`src/rtl/sa_host_sequencer.sv`:
```
// Host-side sequencer for the bit-serial systolic matrix engine.
// Holds two NxN bit operand matrices and streams them as skewed byte pairs.
// Then drives readout, captures the N result rows, and pulses done.
module sa_host_sequencer #(
  parameter int unsigned N = 8
) (
  input  logic                    i_clk,
  input  logic                    i_rst_n,
  input  logic                    i_start,
  input  logic                    i_usexor_cfg,
  input  logic                    i_wr_en,
  input  logic [$clog2(2*N)-1:0]  i_wr_addr,
  input  logic [N-1:0]            i_wr_data,
  input  logic [$clog2(N)-1:0]    i_rd_addr,
  output logic [N-1:0]            o_rd_data,
  output logic                    o_busy,
  output logic                    o_done,
  output logic [7:0]              o_dev_ui_in,
  output logic                    o_dev_readout,
  output logic                    o_dev_usexor,
  output logic                    o_dev_sayhi,
  input  logic [7:0]              i_dev_uo_out
);

  localparam int unsigned PAIRS = 3 * N - 1;
  localparam int unsigned AW    = $clog2(2 * N);
  localparam int unsigned RW    = $clog2(N);
  localparam int unsigned CW    = $clog2(2 * PAIRS + 1);

  typedef enum logic [1:0] {StIdle, StStream, StRead, StDone} state_e;

  state_e          r_state;
  state_e          w_state_d;
  logic [CW-1:0]   r_cnt;
  logic            r_usexor;
  logic [N-1:0]    r_p   [N];
  logic [N-1:0]    r_q   [N];
  logic [N-1:0]    r_res [N];

  logic [CW-1:0]   w_pair;
  logic [N-1:0]    w_b1;
  logic [N-1:0]    w_b2;
  logic [N-1:0]    w_byte;
  logic [RW-1:0]   w_row;
  logic            w_unused;

  // State register
  always_ff @(posedge i_clk) begin
    if (!i_rst_n) r_state <= StIdle;
    else          r_state <= w_state_d;
  end

  // Next-state logic
  always_comb begin
    w_state_d = r_state;
    unique case (r_state)
      StIdle:   if (i_start) w_state_d = StStream;
      StStream: if (r_cnt == CW'(2 * PAIRS - 1)) w_state_d = StRead;
      StRead:   if (r_cnt == CW'(N)) w_state_d = StDone;
      StDone:   w_state_d = StIdle;
      default:  w_state_d = StIdle;
    endcase
  end

  // Phase counter restarts at every state change; mode latches on the accepted start
  always_ff @(posedge i_clk) begin
    if (!i_rst_n) begin
      r_cnt    <= '0;
      r_usexor <= 1'b0;
    end else begin
      if (r_state != w_state_d) r_cnt <= '0;
      else if (r_state == StStream || r_state == StRead) r_cnt <= r_cnt + 1'b1;
      if (r_state == StIdle && i_start) r_usexor <= i_usexor_cfg;
    end
  end

  // Operand buffer: writable only while idle, never cleared
  always_ff @(posedge i_clk) begin
    if (i_rst_n && r_state == StIdle && i_wr_en) begin
      if (i_wr_addr[AW-1]) r_q[i_wr_addr[RW-1:0]] <= i_wr_data;
      else                 r_p[i_wr_addr[RW-1:0]] <= i_wr_data;
    end
  end

  // Row N-c is captured at the end of read cycle c (c = 1..N)
  assign w_row = RW'(CW'(N) - r_cnt);

  // Result buffer capture
  always_ff @(posedge i_clk) begin
    if (!i_rst_n) begin
      for (int i = 0; i < N; i++) r_res[i] <= '0;
    end else if (r_state == StRead && r_cnt != '0) begin
      r_res[w_row] <= i_dev_uo_out[N-1:0];
    end
  end

  // Skew: lane j carries element s-j of its row during pair s
  assign w_pair = {1'b0, r_cnt[CW-1:1]};

  for (genvar j = 0; j < N; j++) begin : g_lane
    logic [CW-1:0] w_k;
    logic          w_valid;
    assign w_k     = w_pair - CW'(j);
    assign w_valid = (w_pair >= CW'(j)) && (w_k < CW'(N));
    assign w_b1[j] = w_valid & r_p[j][w_k[RW-1:0]];
    assign w_b2[j] = w_valid & r_q[j][w_k[RW-1:0]];
  end

  assign w_byte = r_cnt[0] ? w_b2 : w_b1;

  // Outputs decoded from state
  always_comb begin
    o_busy        = (r_state != StIdle);
    o_done        = (r_state == StDone);
    o_dev_readout = (r_state != StStream);
    o_dev_usexor  = r_usexor;
    o_dev_sayhi   = 1'b0;
    o_dev_ui_in   = '0;
    if (r_state == StStream) o_dev_ui_in[N-1:0] = w_byte;
  end

  assign o_rd_data = r_res[i_rd_addr];

  // Engine bits above N-1 are deliberately ignored
  assign w_unused = ^i_dev_uo_out;

endmodule

```
`config.mk`:
```
export PLATFORM = sky130hd
export DESIGN_NAME = sa_host_sequencer
export DESIGN_NICKNAME = d
export VERILOG_FILES = /design/src/rtl/sa_host_sequencer.sv
export SDC_FILE = /design/constraint.sdc
export NUM_CORES = 1
export LEC_CHECK = 0
export ABC_AREA = 1
export CAP_MARGIN = 20
export CORE_UTILIZATION = 40
export DETAILED_ROUTE_END_ITERATION = 8
export GPL_ROUTABILITY_DRIVEN = 0
export PLACE_DENSITY = 0.6
export RECOVER_POWER = 100
export SYNTH_ARGS = -nofsm -noshare
export SYNTH_HDL_FRONTEND = slang
export SYNTH_SLANG_ARGS = --single-unit
```
`constraint.sdc`:
```
create_clock -name i_clk -period 5.1 [get_ports i_clk]
set_clock_uncertainty 0.1 [all_clocks]
set_input_delay 1.02 -clock i_clk [delete_from_list [all_inputs] [get_ports i_clk]]
set_output_delay 1.02 -clock i_clk [all_outputs]
set_load 0.01 [all_outputs]
```
==> results by group <==
Hold path
  • WHS Path Cells: 2
  • Worst Hold Class: reg -> reg

Global route
  • Total grt overflow: 0
  • Gr usage total: 18.3%
  • Initial antenna violation count: 0
  • Vias in the first global route: 6050
  • First-pass GRT wire length: ~34 mm
  • Largest net degree at the start of global routing: 75

Logic synthesis
  • Area leader, netlist: edfxtp_1
  • Predominant post-synthesis flop cell: edfxtp_1
  • Syn Nets: between 900 and 1000
  • Area share of the largest cell type after synthesis: 62.0%
  • Post-Syn Instances: 860
  • Number of flops mapped to enable cells by yosys: 192
  • Post-synthesis sequential area ratio: between 60% and 70%
  • Seq cells post-synth: ~200
  • Mapped Area: 9300 sq um
  • Unique masters post-synth: between 40 and 50
  • Syn. warnings: 0
  • Dominant cells by area after synthesis: edfxtp_1 62%, nor2_1 6.5%, nand2_1 5.7%
  • Mapped Avg Cell Area: ~11 sq um
  • FFs w/ async S/R, synth: 0%

Clock network
  • Setup bufs post-CTS: 0
  • H-tree levels: 1
  • Reg clk slew, reported paths: 60 ps
  • Maximum root-to-sink buffer count: 3
  • Root buffer cell: clkbuf_16
  • CTS Buf Count: 22
  • Cts hold-fix bufs: 0
  • Total number of clock tree sinks: ~200
  • CTS tree: yes
  • Clk_lat worst skew: approximately 500 ps
  • Post-CTS sizing: 0

Die
  • Die width: about 150 microns
  • I/O Pins: 49
  • Row count: between 50 and 60
  • Die ar.: 23900 sq um
  • Starting Density: approximately 41%
  • Core box area: 22700 sq um
  • Die Ht: between 150 and 200 microns

Run
  • Max Cap Viol: 0

Worst setup path
  • Most frequent CP cell: nand2_1
  • CP Data Arrival Time: about 3400 ps
  • R2R depth: 7
  • Critical Path Fanout Max: 26
  • Req. time, crit path: about 4000 ps
  • Crit path launch type: register
  • CP endpoint kind: output pin
  • Crit-path max cell delay: 630 ps
  • Crit Path Category: reg -> out
  • Crit path cell chain: inv_2 -> ha_1 -> inv_1 -> a21oi_1 -> a22oi_1 -> nand2_1 -> nand3_1 -> nand2_1 -> nor2_1 -> dlygate4sd3_1
  • Slowest CP cell: dlygate4sd3_1

Routing
  • Average via count per standard cell: 5.25
  • DRT antenna net count: 0
  • Post-route DRC: 0
  • Via count: roughly 6300
  • Routed length per instance: ~18 microns
  • DR iter-0 viols: about 450
  • Pre-antenna DRT Iters: 8
  • Post-Route WL: ~22 mm

Power
  • Psw: ~860 uW
  • Pwr Total: about 3800 uW
  • Pint: approximately 2900 uW
  • VDD IR-drop max: 0.254 mV
  • Gate power share: approximately 8.2%
  • Leakage: about 0.0040 uW
  • Clk pwr share: 42.7%
  • Sw frac: 22.9%
  • Pwr dens: 356 nW/um^2
  • Flop pwr share: approximately half

Final layout
  • Inserted Diodes: 0
  • Syn-to-layout area delta: 14.0%
  • Commonest non-fill, non-tap cell in the layout: edfxtp_1
  • NumNets Final: between 900 and 1000
  • Fill cells: about 2100
  • Most frequent cells in the layout: 192 x edfxtp_1, 163 x nor2_1, 148 x nand2_1
  • Share of cells above drive strength 1: roughly 6.7%

STA
  • Fmax: around 220 MHz
  • Final Critical Period: 4520 ps
  • Final hold violation count: 0
  • Total Neg Setup Slack: 0 ps
  • RSZ-0062 raised after global routing: false
  • Slew @ Worst Pin: approximately 860 ps
  • Slew Viols, Final: 0
  • Final worst path period share: roughly nine tenths
  • Final setup violating endpoints: 0
  • Max-slew headroom: a little over two fifths

Placed design
  • PortBufs: between 40 and 50
  • Post-DP HPWL: 13.2 mm

Status
  • Status: complete, no violations
[layout make-up]
cell class | count | area, sq um | area share, %
Clock buffer | 25 | 583 | 5.50
Clock inverter | 14 | 153 | 1.44
Inverter | 47 | 179 | 1.69
Multi-Input combinational cell | 573 | 2850 | 26.9
Sequential cell | 201 | 5950 | 56.1
Tap cell | 285 | 357 | 3.36
Timing Repair Buffer | 56 | 534 | 5.04
[critical path, delay by kind of cell (launching register included)]
family | cells | cell delay [ps]
AO/OA/AOI/OAI | 2 | 330
adder cells (fa/ha/maj) | 1 | 340
buffers and inverters | 3 | 1500
flip-flops | 1 | 320
AND/OR/NAND/NOR | 4 | 390
[cells by family after synthesis]
| group | after synthesis | share of synthesized area (%) |
|---|---|---|
| mux | 1 | 0.108 |
| compound gates | 147 | 8.92 |
| other cells | 1 | 0.0403 |
| flops | 201 | 63.9 |
| fa+ha+maj | 24 | 3.23 |
| buf+inv | 86 | 4.90 |
| simple gates | 389 | 17.5 |
| xor+xnor | 11 | 1.36 |
[synth_stat cells (2+ instances only)]
library cell	number
nand4_1	3
buf_4	6
a31oi_1	9
o21ai_1	7
buf_6	9
nor3_1	2
a211oi_1	5
inv_1	41
clkbuf_1	3
edfxtp_1	192
nor2_2	7
nor2_1	161
o221ai_1	3
inv_2	5
xor2_2	2
dfxtp_1	9
a21oi_1	49
o211ai_1	2
nand2_2	9
o22ai_1	8
buf_2	18
xor2_1	6
xnor2_2	2
nand3_1	62
nor2_4	3
ha_1	24
a22oi_1	9
nand2_1	140
o21ai_0	50
[stage by stage]
stage	setup slack [ps]	hold WS (ps)	area [sq um]	std cells	utilization, %
after CTS	565	380	10700	1201	46.9
after global placement	1000	361	9920	1162	43.7
after global routing	386	421	10600	1201	46.7
final	577	379	10600	1201	46.7
after floorplan	1980	393	9300	860	-
after detailed placement	972	369	9920	1162	43.7
[worst paths after layout]
path                              startpoint             end  slack [ps]
worst max register to register      r_cnt[0]     r_res[6][6]        1860
worst min register to register  o_dev_usexor    o_dev_usexor         380
worst min-delay path            o_dev_usexor    o_dev_usexor         380
worst max-delay path                r_cnt[2]  o_dev_ui_in[5]         580
[power by group through the flow]
stage | clock (uW) | sequential [uW] | combinational (uW)
floorplan | 0 | 1870 | 213
global placement | 0 | 1890 | 318
detailed placement | 0 | 1890 | 321
CTS | 1640 | 1850 | 322
global route | 1690 | 1850 | 345
finish | 1610 | 1850 | 310
[metal layers]
layer / track usage [%] / part of all wire, % / routed length (microns)
met1: 26.0 / 47 / 10100
met4: 5.14 / 2.3 / 506
met5: 0 / 0 / 0
met2: 29.6 / 46 / 9870
met3: 2.35 / 5.2 / 1110
[state kept, by name, indices dropped and copies added, names as in the netlist]
register and cells:
o_dev_usexor 1, r_cnt 6, r_p 64, r_q 64
r_res 64, r_state 2
(Power assumes the default switching activity.)
